**src/rtl/pipeline_ex_mem_reg_if.sv**
```systemverilog
// EX/MEM bundle: E-stage fields driven by execute, M-stage fields driven by the pipeline register.
interface pipeline_ex_mem_reg_if #(
    parameter int DATA_W     = 32,
    parameter int REG_ADDR_W = 5,
    parameter int MEMTYPE_W  = 2
);
    logic                  ValidE;
    logic                  MemReadE;
    logic                  MemToRegE;
    logic                  MemWriteE;
    logic                  RegWriteE;
    logic [DATA_W-1:0]     ALUresultE;
    logic [DATA_W-1:0]     ReadData2E;
    logic [REG_ADDR_W-1:0] WriteRegE;
    logic [MEMTYPE_W-1:0]  MemTypeE;
    logic [DATA_W-1:0]     PCPlus4E;

    logic                  ValidM;
    logic                  MemReadM;
    logic                  MemToRegM;
    logic                  MemWriteM;
    logic                  RegWriteM;
    logic [DATA_W-1:0]     ALUresultM;
    logic [DATA_W-1:0]     ReadData2M;
    logic [REG_ADDR_W-1:0] WriteRegM;
    logic [MEMTYPE_W-1:0]  MemTypeM;
    logic [DATA_W-1:0]     PCPlus4M;

    modport master (
        output ValidE, MemReadE, MemToRegE, MemWriteE, RegWriteE,
               ALUresultE, ReadData2E, WriteRegE, MemTypeE, PCPlus4E,
        input  ValidM, MemReadM, MemToRegM, MemWriteM, RegWriteM,
               ALUresultM, ReadData2M, WriteRegM, MemTypeM, PCPlus4M
    );

    modport slave (
        input  ValidE, MemReadE, MemToRegE, MemWriteE, RegWriteE,
               ALUresultE, ReadData2E, WriteRegE, MemTypeE, PCPlus4E,
        output ValidM, MemReadM, MemToRegM, MemWriteM, RegWriteM,
               ALUresultM, ReadData2M, WriteRegM, MemTypeM, PCPlus4M
    );
endinterface

```
**src/rtl/pipeline_ex_mem_reg.sv**
```systemverilog
// EX/MEM pipeline register with valid tracking, stall hold and flush bubble insertion.
// Define PIPE_PERF_CNT_EN to add saturating stall/flush performance counters.
module pipeline_ex_mem_reg #(
    parameter int DATA_W     = 32,
    parameter int REG_ADDR_W = 5,
    parameter int MEMTYPE_W  = 2
`ifdef PIPE_PERF_CNT_EN
    ,
    parameter int CNT_W      = 16
`endif
) (
    input  logic                 Clk,
    input  logic                 Rst_n,
    input  logic                 StallM,
    input  logic                 FlushM,
    pipeline_ex_mem_reg_if.slave bus
`ifdef PIPE_PERF_CNT_EN
    ,
    output logic [CNT_W-1:0]     StallCntM,
    output logic [CNT_W-1:0]     FlushCntM
`endif
);

    typedef struct packed {
        logic                  valid;
        logic                  memRead;
        logic                  memToReg;
        logic                  memWrite;
        logic                  regWrite;
        logic [DATA_W-1:0]     aluResult;
        logic [DATA_W-1:0]     readData2;
        logic [REG_ADDR_W-1:0] writeReg;
        logic [MEMTYPE_W-1:0]  memType;
        logic [DATA_W-1:0]     pcPlus4;
    } stageM_t;

    stageM_t mReg;
    stageM_t mNext;

    always_comb begin
        // NOTE: hold is the default so every path assigns mNext and no latch is inferred.
        mNext = mReg;
        if (FlushM) begin
            mNext = '0;
        end else if (!StallM) begin
            // Side-effect controls of a bubble are forced off; data fields are don't-care.
            mNext.valid     = bus.ValidE;
            mNext.memRead   = bus.ValidE & bus.MemReadE;
            mNext.memToReg  = bus.MemToRegE;
            mNext.memWrite  = bus.ValidE & bus.MemWriteE;
            mNext.regWrite  = bus.ValidE & bus.RegWriteE;
            mNext.aluResult = bus.ALUresultE;
            mNext.readData2 = bus.ReadData2E;
            mNext.writeReg  = bus.WriteRegE;
            mNext.memType   = bus.MemTypeE;
            mNext.pcPlus4   = bus.PCPlus4E;
        end
    end

    // NOTE: sequential state uses non-blocking assignment so all flops update together.
    always_ff @(posedge Clk) begin
        if (!Rst_n) mReg <= '0;
        else        mReg <= mNext;
    end

    assign bus.ValidM     = mReg.valid;
    assign bus.MemReadM   = mReg.memRead;
    assign bus.MemToRegM  = mReg.memToReg;
    assign bus.MemWriteM  = mReg.memWrite;
    assign bus.RegWriteM  = mReg.regWrite;
    assign bus.ALUresultM = mReg.aluResult;
    assign bus.ReadData2M = mReg.readData2;
    assign bus.WriteRegM  = mReg.writeReg;
    assign bus.MemTypeM   = mReg.memType;
    assign bus.PCPlus4M   = mReg.pcPlus4;

`ifdef PIPE_PERF_CNT_EN
    // Counters stop at all-ones rather than wrapping.
    always_ff @(posedge Clk) begin
        if (!Rst_n) begin
            StallCntM <= '0;
            FlushCntM <= '0;
        end else begin
            if (FlushM && (FlushCntM != '1))
                FlushCntM <= FlushCntM + CNT_W'(1);
            if (StallM && !FlushM && (StallCntM != '1))
                StallCntM <= StallCntM + CNT_W'(1);
        end
    end
`endif

endmodule

```
**src/flat_wrapper.sv**
```systemverilog
// flat-port wrapper written by rule: the top's interface ports become plain ports
module pipeline_ex_mem_reg_flat 
#(
    parameter int DATA_W     = 32,
    parameter int REG_ADDR_W = 5,
    parameter int MEMTYPE_W  = 2

)
  (Clk, Rst_n, StallM, FlushM, bus_ValidE, bus_MemReadE, bus_MemToRegE, bus_MemWriteE, bus_RegWriteE, bus_ALUresultE, bus_ReadData2E, bus_WriteRegE, bus_MemTypeE, bus_PCPlus4E, bus_ValidM, bus_MemReadM, bus_MemToRegM, bus_MemWriteM, bus_RegWriteM, bus_ALUresultM, bus_ReadData2M, bus_WriteRegM, bus_MemTypeM, bus_PCPlus4M);
  pipeline_ex_mem_reg_if #(.DATA_W(DATA_W), .REG_ADDR_W(REG_ADDR_W), .MEMTYPE_W(MEMTYPE_W)) bus_i ();
  input  logic Clk;
  input  logic Rst_n;
  input  logic StallM;
  input  logic FlushM;
  input wire logic [$bits(bus_i.ValidE)-1:0] bus_ValidE;
  input wire logic [$bits(bus_i.MemReadE)-1:0] bus_MemReadE;
  input wire logic [$bits(bus_i.MemToRegE)-1:0] bus_MemToRegE;
  input wire logic [$bits(bus_i.MemWriteE)-1:0] bus_MemWriteE;
  input wire logic [$bits(bus_i.RegWriteE)-1:0] bus_RegWriteE;
  input wire logic [$bits(bus_i.ALUresultE)-1:0] bus_ALUresultE;
  input wire logic [$bits(bus_i.ReadData2E)-1:0] bus_ReadData2E;
  input wire logic [$bits(bus_i.WriteRegE)-1:0] bus_WriteRegE;
  input wire logic [$bits(bus_i.MemTypeE)-1:0] bus_MemTypeE;
  input wire logic [$bits(bus_i.PCPlus4E)-1:0] bus_PCPlus4E;
  output wire logic [$bits(bus_i.ValidM)-1:0] bus_ValidM;
  output wire logic [$bits(bus_i.MemReadM)-1:0] bus_MemReadM;
  output wire logic [$bits(bus_i.MemToRegM)-1:0] bus_MemToRegM;
  output wire logic [$bits(bus_i.MemWriteM)-1:0] bus_MemWriteM;
  output wire logic [$bits(bus_i.RegWriteM)-1:0] bus_RegWriteM;
  output wire logic [$bits(bus_i.ALUresultM)-1:0] bus_ALUresultM;
  output wire logic [$bits(bus_i.ReadData2M)-1:0] bus_ReadData2M;
  output wire logic [$bits(bus_i.WriteRegM)-1:0] bus_WriteRegM;
  output wire logic [$bits(bus_i.MemTypeM)-1:0] bus_MemTypeM;
  output wire logic [$bits(bus_i.PCPlus4M)-1:0] bus_PCPlus4M;
  assign bus_i.ValidE = bus_ValidE;
  assign bus_i.MemReadE = bus_MemReadE;
  assign bus_i.MemToRegE = bus_MemToRegE;
  assign bus_i.MemWriteE = bus_MemWriteE;
  assign bus_i.RegWriteE = bus_RegWriteE;
  assign bus_i.ALUresultE = bus_ALUresultE;
  assign bus_i.ReadData2E = bus_ReadData2E;
  assign bus_i.WriteRegE = bus_WriteRegE;
  assign bus_i.MemTypeE = bus_MemTypeE;
  assign bus_i.PCPlus4E = bus_PCPlus4E;
  assign bus_ValidM = bus_i.ValidM;
  assign bus_MemReadM = bus_i.MemReadM;
  assign bus_MemToRegM = bus_i.MemToRegM;
  assign bus_MemWriteM = bus_i.MemWriteM;
  assign bus_RegWriteM = bus_i.RegWriteM;
  assign bus_ALUresultM = bus_i.ALUresultM;
  assign bus_ReadData2M = bus_i.ReadData2M;
  assign bus_WriteRegM = bus_i.WriteRegM;
  assign bus_MemTypeM = bus_i.MemTypeM;
  assign bus_PCPlus4M = bus_i.PCPlus4M;
  pipeline_ex_mem_reg #(.DATA_W(DATA_W), .REG_ADDR_W(REG_ADDR_W), .MEMTYPE_W(MEMTYPE_W)) u_core (.Clk(Clk), .Rst_n(Rst_n), .StallM(StallM), .FlushM(FlushM), .bus(bus_i));
endmodule
```
**config.mk**
```make
export PLATFORM = sky130hd
export DESIGN_NAME = pipeline_ex_mem_reg_flat
export DESIGN_NICKNAME = d
export VERILOG_FILES = /design/src/rtl/pipeline_ex_mem_reg_if.sv /design/src/rtl/pipeline_ex_mem_reg.sv /design/src/flat_wrapper.sv
export SDC_FILE = /design/constraint.sdc
export NUM_CORES = 1
export LEC_CHECK = 0
export CORE_MARGIN = 2
export CORE_UTILIZATION = 35
export DETAILED_ROUTE_END_ITERATION = 10
export GPL_TIMING_DRIVEN = 0
export PLACE_DENSITY = 0.77
export SETUP_SLACK_MARGIN = 0.2
export SYNTH_ARGS = -nofsm -noshare
export SYNTH_HDL_FRONTEND = slang
export SYNTH_SLANG_ARGS = --single-unit
```
**constraint.sdc**
```tcl
create_clock -name Clk -period 0.85 [get_ports Clk]
set_input_delay 0.1275 -clock Clk [delete_from_list [all_inputs] [get_ports Clk]]
set_output_delay 0.1275 -clock Clk [all_outputs]
set_load 0.05 [all_outputs]
```
== After elaboration in Yosys (flattened, before gate mapping) ==
Index checks and enable logic that the tools add are counted.
Cells by class
  bitwise logic cells: 4
  reductions and logical operators: 1
Operators by type and width (number)
  $and A1 B1 Y1: 3
  $reduce_or A2 Y1: 1
  $not A1 Y1: 1
Word-level totals
  register bits after elaboration: 108

== Logic depth before layout (Yosys ltp) ==
Gate-level depths: netlist of the first run.
  word-level depth: 2
  mapped depth: 5

== Least setup slack after synthesis of the first run ==
OpenSTA, ideal clock, no wires.
  path type: reg2reg
  start point: register u_core.bus.ALUresultM[0] (netlist name)
  end point: register u_core.mReg, in the netlist u_core.bus.ALUresultM[0]
  library setup time: 0.066 ns
  arrival time: 0.827 ns
  setup slack: -0.043 ns
  cell stages (with the launch flop): 3
  buffers on the path: 0
  clock period less this slack: 0.893 ns
  cells stage by stage: dfxtp_1 > mux2i_1 > nor2_1
RTL lines
  end signal: assignment: line pipeline_ex_mem_reg.sv:63  | else mReg <= mNext;
  end: declaration: line pipeline_ex_mem_reg.sv:37  | stageM_t mReg;

== Worst setup path after layout of the first run ==
  start point: register u_core.mReg, in the netlist u_core.bus.ALUresultM[22]
  end point: output port bus_ALUresultM[22]
RTL lines
  end: declaration: line flat_wrapper.sv:30  | output wire logic [$bits(bus_i.ALUresultM)-1:0] bus_ALUresultM;
No word-level cell between the ends.

==> results of run 1 <==
[cell type report]
cell class / instances / area [µm²]
well taps: 140 / 175.2
multi-input cells: 220 / 1677
flip-flops and latches: 108 / 2315
clock inverters: 6 / 31.28
repair buffers: 254 / 3176
plain buffers: 25 / 442.9
clock buffers: 10 / 229.0
fillers: 749 / 2890
[report_power, final]
part	total (mW)	switching (mW)	internal (mW)	leakage (nW)
Combinational	2.71	1.22	1.49	2.46
Sequential	5.39	0.151	5.24	0.930
Clock	3.72	1.76	1.96	0.129
[metrics by stage]
stage	utilization, %	std cells
floorplan	-	353
global placement	59.20	711
detailed placement	59.20	711
CTS	69.85	746
global route	73.57	763
finish	73.57	763
[cells by family after synthesis]
kind of cell | Yosys count | share of synthesized area, %
flops | 108 | 54.70
simple gates | 112 | 11.17
mux | 105 | 26.59
buf+inv | 25 | 7.154
compound gates | 3 | 0.3798
[timing repair]
item	4_1_cts	5_1_grt
hold buffers	0	0
buffers inserted	13	15
cloned	6	2
resized for setup	911	67
setup endpoints to repair	216	197
pin swaps	15	33
[routing by layer]
metal | vias up | wire, µm | GRT usage [%]
met5 | - | 0 | 0
met4 | 0 | 265 | 6.786
met3 | 21 | 1036 | 5.996
met2 | 147 | 6588 | 34.36
met1 | 1629 | 4365 | 18.87
li1 | 1696 | - | -
[registers in the layout, summed over array words and instances (netlist names)]
name and count:
u_core.bus.ALUresultM 32, u_core.bus.MemReadM 1, u_core.bus.MemToRegM 1, u_core.bus.MemTypeM 2, u_core.bus.MemWriteM 1, u_core.bus.PCPlus4M 32
u_core.bus.ReadData2M 32, u_core.bus.RegWriteM 1, u_core.bus.ValidM 1, u_core.bus.WriteRegM 5
[final timing paths]
path                                  start                   endpoint  slack [ns]
setup reg to reg  u_core.bus.ALUresultM[22]  u_core.bus.ALUresultM[22]       -0.03
setup / recovery  u_core.bus.ALUresultM[22]         bus_ALUresultM[22]       -0.13
hold reg to reg         u_core.bus.MemReadM        u_core.bus.MemReadM        0.50
hold / removal                   bus_ValidE          u_core.bus.ValidM        0.13
[placed cells by master, fill, tap and decap left out, types with 15 or more instances in the layout]
master             n
buf_12            15
buf_6             29
buf_8            105
clkbuf_16         17
clkdlybuf4s50_1  107
dfxtp_2          101
mux2i_1           97
nor2_1            70
nor2_2            28
==> flow_metrics.tcl, run 1 <==
set metrics [dict create \
    yosysWarnings 0 \
    synthCells 353 \
    grt_use_total_pct 18.33 \
    place_ws_ns -0.7435 \
    hold_path_class "in -> reg" \
    synth_ff_type "dfxtp_1" \
    grt_pass1_wl_mm 17.04 \
    cap_viol_max_count 0 \
    antenna_cells 0 \
    synth_edf_count 0 \
    synth_top_cell_by_area "dfxtp_1" \
    gp_congestion 0.6767 \
    synth_commonest_cells "dfxtp_1, mux2i_1, nor2_1" \
    htree_levels 3 \
    ys_types 12 \
    tns_ns -11.17 \
    firstDrtPassIters 4 \
    slew_headroom_pct 79.64 \
    startpoint_type "flop" \
    final_nets 730 \
    crit_slowest_cell "dfxtp_2" \
    critical_path_buf_inv_count 1 \
    routed_wl_mm 12.26 \
    avgViaCountPerCell 4.578 \
    io_buffers 218 \
    crit_type "reg -> out" \
    async_flop_share_pct 0 \
    seq_area_frac_synth_pct 54.70 \
    insertion_delay_ns 0.33 \
    die_w_um 110.3 \
    violations "negative setup slack" \
    routedWlPerCell_um 16.06 \
    cp_top_family "flip-flops" \
    min_period_ns 0.9810 \
    power_density_nw_per_um2 1469 \
    cts_tree "yes" \
    vdd_drop_max_v 0.001230 \
    power.leakage_nw 3.517 \
    crit_fanout 2 \
    row_count 38 \
    drive_above_1_share_pct 54.41 \
    synthMostInstantiatedCell "dfxtp_1" \
    cts_buffer_depth 2 \
    io-pin-count 220 \
    holdPathStages 3 \
    whs_ns 0.1315 \
    setup_viol_count_final 111 \
    die_h_um 110.3 \
    synth_area_leaders "dfxtp_1, mux2i_1, nor2_1" \
    hold_violations 0 \
    reg2reg_depth 4 \
    synth_top_area_share_pct 54.70 \
    grt-ovfl-total 0 \
    netlist_area_um2 3953 \
    clock-skew-final_ns 0 \
    setup_slack_ns -0.1310 \
    grt_pass1_vias 3549 \
    grt_max_degree 17 \
    arrival_ns 0.85 \
    placed_cell_area_um2 6474 \
    end_kind "output pin" \
    cp_data_required_time_ns 0.72 \
    power_mw 11.82 \
    area_growth_pct 103.5 \
    status "finished with violations" \
    critical_path.max_stage_delay_ns 0.36 \
    worst_pin_slew_ns 0.2968 \
    syn_area_per_cell_um2 11.20 \
    period_share_pct 115.4 \
    antenna_found_initial 0 \
    numClockSinks 108 \
    drt_iter0_markers 93 \
    cts_buffers 9 \
    finish.instance_area_um2 8045 \
    fmax_mhz 1019 \
    clockRootBuffer "clkbuf_16" \
    drt_drc_violations_left 0 \
    initial_core_util_pct 36.14 \
    placeableCoreArea_um2 10940 \
    rsz0062_at_grt "true" \
    num_vias 3493 \
    worstSetupPathDepth 1 \
    synth_fp_nets 465 \
    die_area_um2 12160 \
    ys_seq_elements 108 \
    hpwl_mm 8.193 \
    clkTransAtPathRegs_ns 0.07 \
    worstPathCellList "buf_8" \
    drv_slew 0 \
    drtAntennaViolNets 0 \
]
(Power assumes the default switching activity.)
==> inputs of run 2 (changes only) <==
--- a/config.mk
+++ b/config.mk
@@ -5,12 +5,15 @@
 export SDC_FILE = /design/constraint.sdc
 export NUM_CORES = 1
 export LEC_CHECK = 0
+export CELL_PAD_IN_SITES_DETAIL_PLACEMENT = 2
+export CELL_PAD_IN_SITES_GLOBAL_PLACEMENT = 2
 export CORE_MARGIN = 2
-export CORE_UTILIZATION = 35
+export CORE_UTILIZATION = 20
 export DETAILED_ROUTE_END_ITERATION = 10
 export GPL_TIMING_DRIVEN = 0
-export PLACE_DENSITY = 0.77
+export PLACE_DENSITY = 0.76
 export SETUP_SLACK_MARGIN = 0.2
+export SLEW_MARGIN = 30
 export SYNTH_ARGS = -nofsm -noshare
 export SYNTH_HDL_FRONTEND = slang
 export SYNTH_SLANG_ARGS = --single-unit
==> run 2 against run 1 <==
The flow still finishes with violations (negative setup slack). Maximum frequency shrank 2.6%. Power increased by 7.1%. Cell area up 3.3%. First-iteration DRC count shrank 37%. Flip-flop and latch count did not move. Clock power increased by 21%. Register-to-register slack worse by 0.02 ns. Sequential share of layout area shrank 0.92 points. Worst setup slack got worse by 0.026 ns. Critical path depth did not move. Count of clock-buffer cells in the layout increased by 3. Sequential power about the same. Critical path type unchanged.
==> flow_metrics.tcl, run 2 (same netlist as run 1, synthesis figures left out) <==
set metrics [dict create \
    vdd_drop_max_v 0.0008490 \
    finish.instance_area_um2 8312 \
    drt_drc_violations_left 0 \
    hold_violations 0 \
    period_share_pct 118.5 \
    regArea_um2 2315 \
    end_kind "output pin" \
    fin_cells 897 \
    p_seq_share_pct 42.7 \
    cts_buffers 9 \
    row_count 51 \
    rsz0062_at_grt "true" \
    clock-skew-final_ns 0 \
    p_int_mw 9.294 \
    drtAntennaViolNets 0 \
    slew_headroom_pct 80.66 \
    crit_slowest_cell "dfxtp_2" \
    hpwl_mm 10.74 \
    numClockSinks 108 \
    fmax_mhz 992.7 \
    drive_above_1_share_pct 53.57 \
    grt-ovfl-total 0 \
    drv_slew 0 \
    worstPathCellList "buf_8" \
    area_growth_pct 110.3 \
    power.leakage_nw 3.567 \
    firstDrtPassIters 4 \
    startpoint_type "flop" \
    fillers 1998 \
    multi_input_area_um2 1655 \
    combinationalPowerShare_pct 21.7 \
    violations "negative setup slack" \
    routed_wl_mm 15.92 \
    grt_pass1_wl_mm 22.38 \
    cap_viol_max_count 0 \
    io_buffers 218 \
    initial_core_util_pct 20.38 \
    die_h_um 144.6 \
    switching_share_pct 26.57 \
    worst_pin_slew_ns 0.2901 \
    cts_buffer_depth 2 \
    critical_path.max_stage_delay_ns 0.38 \
    routedWlPerCell_um 17.75 \
    insertion_delay_ns 0.34 \
    critical_path_buf_inv_count 1 \
    clkTransAtPathRegs_ns 0.08 \
    crit_fanout 2 \
    avgViaCountPerCell 4.018 \
    arrival_ns 0.88 \
    htree_levels 3 \
    r2r_slack_ns -0.05 \
    status "finished with violations" \
    clockRootBuffer "clkbuf_16" \
    setup_viol_count_final 115 \
    clock_power_share_pct 35.6 \
    hold_path_class "in -> reg" \
    final_common_cell "buf_8" \
    antenna_found_initial 1 \
    min_period_ns 1.007 \
    num_vias 3604 \
    layout_common_cells "buf_8, clkdlybuf4s50_1, dfxtp_2, mux2i_1, nor2_1" \
    grt_max_degree 18 \
    crit_type "reg -> out" \
    placed_cell_area_um2 6630 \
    cp_data_required_time_ns 0.72 \
    setup_slack_ns -0.1573 \
    grt_use_total_pct 14.06 \
    final_nets 738 \
    grt_pass1_vias 4040 \
    placed_cells_incl_taps 836 \
    p_switching_mw 3.363 \
    cp_top_family "flip-flops" \
    drt_iter0_markers 59 \
    die_w_um 144.6 \
    power_density_nw_per_um2 1523 \
    placeableCoreArea_um2 19400 \
    gp_congestion 0.7063 \
    cts_tree "yes" \
    die_area_um2 20900 \
    io-pin-count 220 \
]
-- run 2: cell types whose count changed in the layout (fill, tap and decap cells not counted), moves of 2 or more --
cell      delta
mux2i_4      +2
clkbuf_2     -3
nor2_4       -4
mux2i_2      +2
buf_12       -2
clkbuf_8     +4
nor2_2       -9
mux2i_1      -4
clkinv_2     -3
nor2_1      +13
buf_8        +4
buf_6        +6
-- run 2: layout make-up --
class                   count  share of cell area [%]
flip-flops and latches    108                   27.85
diodes                      1                 0.03011
plain buffers              25                   5.510
repair buffers            262                   38.91
clock inverters             3                  0.5269
clock buffers              13                   3.267
well taps                 265                   3.989
multi-input cells         220                   19.92
-- run 2: worst min-delay path, delay by kind of cell --
family | cells | cell delay, ns
simple gates | 1 | 0.08
buf+inv | 2 | 0.27
mux | 1 | 0.09
-- run 2: metrics by stage --
stage	util [%]	setup TNS (ns)	worst slack, ns	power (mW)	hold WS [ns]
floorplan	-	0	0.009572	6.660	0.2702
finish	42.85	-13.61	-0.1573	12.66	0.2515
CTS	40.99	-15.37	-0.1574	12.66	0.2489
global route	42.85	-17.50	-0.1953	13.21	0.2751
detailed placement	34.18	-110.71	-0.7601	7.678	0.4578
global placement	34.18	-105.83	-0.7280	7.611	0.4531
-- run 2: path summary, 6_finish.rpt --
check,startpoint,endpoint,depth (start not counted)
setup / recovery,u_core.bus.ALUresultM[23],bus_ALUresultM[23],1
hold reg to reg,u_core.bus.RegWriteM,u_core.bus.RegWriteM,2
hold / removal,StallM,u_core.bus.PCPlus4M[26],4
setup reg to reg,u_core.bus.PCPlus4M[14],u_core.bus.PCPlus4M[14],4
-- run 2: layer usage --
metal	vias to the layer above	global-route usage, %	part of all wire, %
met5	-	0	0
met4	0	5.263	1.9
met3	20	2.947	5.0
met2	119	26.47	56
met1	1756	15.42	37
li1	1709	-	-
-- run 2: repair_timing --
action | CTS | global route
setup buffers | 18 | 20
gates resized for setup | 930 | 53
hold buffers | 0 | 0
setup endpoints to repair | 216 | 209
gates cloned | 5 | 1
pin swaps | 16 | 34
-- run 2: power groups by stage --
stage	clock [mW]	combinational [mW]	sequential [mW]
2_1_floorplan	0	0.644	6.02
3_3_place_gp	0	2.17	5.44
3_5_place_dp	0	2.23	5.45
4_1_cts	4.64	2.62	5.40
5_1_grt	4.90	2.89	5.42
6_report	4.51	2.75	5.40
==> inputs of run 3 (changes only) <==
--- a/config.mk
+++ b/config.mk
@@ -8,10 +8,12 @@
 export CELL_PAD_IN_SITES_DETAIL_PLACEMENT = 2
 export CELL_PAD_IN_SITES_GLOBAL_PLACEMENT = 2
 export CORE_MARGIN = 2
-export CORE_UTILIZATION = 20
+export CORE_UTILIZATION = 32
 export DETAILED_ROUTE_END_ITERATION = 10
+export DONT_BUFFER_PORTS = 1
 export GPL_TIMING_DRIVEN = 0
-export PLACE_DENSITY = 0.76
+export PLACE_DENSITY = 0.73
+export RECOVER_POWER = 25
 export SETUP_SLACK_MARGIN = 0.2
 export SLEW_MARGIN = 30
 export SYNTH_ARGS = -nofsm -noshare
==> run 3 against run 2 <==
The flow now stops in clock tree synthesis (4_1_cts). Synthesized cell count did not move. Area after synthesis did not move.
==> flow_metrics.tcl, run 3 <==
set metrics [dict create \
    clockRootBuffer "clkbuf_16" \
    htree_levels 3 \
    numClockSinks 108 \
    die_h_um 115.1 \
    ys_seq_elements 108 \
    post-cts-setup-buffers 0 \
    hpwl_mm 7.549 \
    io_buffers 0 \
    async_flop_share_pct 0 \
    yosysWarnings 0 \
    stop_error "[ERROR RSZ-0060] Max buffer count reached." \
    synth_edf_count 0 \
    synth_fp_nets 465 \
    row_count 40 \
    postCtsHoldBufs 104 \
    stop_stage "clock tree synthesis (4_1_cts)" \
    cts_resized 104 \
    netlist_area_um2 3953 \
    seq_area_frac_synth_pct 54.70 \
    synth_top_area_share_pct 54.70 \
    cts_buffer_depth 2 \
    cts_buffers 9 \
    syn_area_per_cell_um2 11.20 \
    place_ws_ns -0.2481 \
    synthMostInstantiatedCell "dfxtp_1" \
    ys_types 12 \
    synth_commonest_cells "dfxtp_1, mux2i_1, nor2_1" \
    synthCells 353 \
    gp_congestion 0.6758 \
    synth_area_leaders "dfxtp_1, mux2i_1, nor2_1" \
    synth_ff_type "dfxtp_1" \
    synth_top_cell_by_area "dfxtp_1" \
    status "stopped before the end" \
    io-pin-count 220 \
    initial_core_util_pct 32.91 \
    die_w_um 115.1 \
]
## run 3: kinds of logic after synthesis
kind of cell	share of synthesized area [%]
simple gates	11.17
flops	54.70
mux	26.59
buf+inv	7.154
compound gates	0.3798
## run 3: stage by stage
| step | cells | cell area, µm² | hold WS (ns) |
|---|---|---|---|
| 2_1_floorplan | 353 | 4116 | 0.2702 |
| 3_3_place_gp | 500 | 4300 | 0.2729 |
| 3_5_place_dp | 500 | 4300 | 0.2831 |
==> inputs of run 4 (changes only) <==
--- a/config.mk
+++ b/config.mk
@@ -5,16 +5,13 @@
 export SDC_FILE = /design/constraint.sdc
 export NUM_CORES = 1
 export LEC_CHECK = 0
-export CELL_PAD_IN_SITES_DETAIL_PLACEMENT = 2
-export CELL_PAD_IN_SITES_GLOBAL_PLACEMENT = 2
 export CORE_MARGIN = 2
-export CORE_UTILIZATION = 32
+export CORE_UTILIZATION = 40
 export DETAILED_ROUTE_END_ITERATION = 10
 export DONT_BUFFER_PORTS = 1
 export GPL_TIMING_DRIVEN = 0
-export PLACE_DENSITY = 0.73
+export PLACE_DENSITY_LB_ADDON = 0.15
 export RECOVER_POWER = 25
-export SETUP_SLACK_MARGIN = 0.2
 export SLEW_MARGIN = 30
 export SYNTH_ARGS = -nofsm -noshare
 export SYNTH_HDL_FRONTEND = slang
==> constraint.sdc (replaced) <==
create_clock -name Clk -period 1.1 [get_ports Clk]
set_input_delay 0.165 -clock Clk [delete_from_list [all_inputs] [get_ports Clk]]
set_output_delay 0.165 -clock Clk [all_outputs]
set_load 0.05 [all_outputs]
==> run 4 against run 3 <==
Area after synthesis stayed put. Synthesized cell count is the same. The flow again stops in clock tree synthesis (4_1_cts).
==> flow_metrics.tcl, run 4 <==
set metrics [dict create \
    initial_core_util_pct 40.81 \
    die_h_um 103.4 \
    status "stopped before the end" \
    async_flop_share_pct 0 \
    postCtsHoldBufs 101 \
    cts_resized 108 \
    io-pin-count 220 \
    synthMostInstantiatedCell "dfxtp_1" \
    row_count 36 \
    numClockSinks 108 \
    stop_error "[ERROR RSZ-0060] Max buffer count reached." \
    synth_top_cell_by_area "dfxtp_1" \
    ys_types 12 \
    io_buffers 0 \
    seq_area_frac_synth_pct 54.70 \
    gp_congestion 0.7125 \
    clockRootBuffer "clkbuf_8" \
    synth_edf_count 0 \
    cts_buffer_depth 2 \
    placed_cells_incl_taps 486 \
    ys_seq_elements 108 \
    synth_top_area_share_pct 54.70 \
    synth_commonest_cells "dfxtp_1, mux2i_1, nor2_1" \
    synth_ff_type "dfxtp_1" \
    synthCells 353 \
    yosysWarnings 0 \
    hpwl_mm 6.160 \
    htree_levels 3 \
    post-cts-setup-buffers 0 \
    netlist_area_um2 3953 \
    syn_area_per_cell_um2 11.20 \
    stop_stage "clock tree synthesis (4_1_cts)" \
    synth_fp_nets 465 \
    die_w_um 103.4 \
    synth_area_leaders "dfxtp_1, mux2i_1, nor2_1" \
    cts_buffers 9 \
]
-- run 4: cells by family after synthesis --
kind of cell	synth area share (%)
AND/OR/NAND/NOR	11.17
flip-flops	54.70
buffers and inverters	7.154
multiplexers	26.59
AO/OA/AOI/OAI	0.3798
-- run 4: metrics by stage --
stage	area, µm²	util [%]	setup WS [ns]	hold WS [ns]
after detailed placement	4119	42.53	0.05326	0.3181
after floorplan	3953	-	0.1930	0.3089
after global placement	4119	42.53	0.09164	0.3104
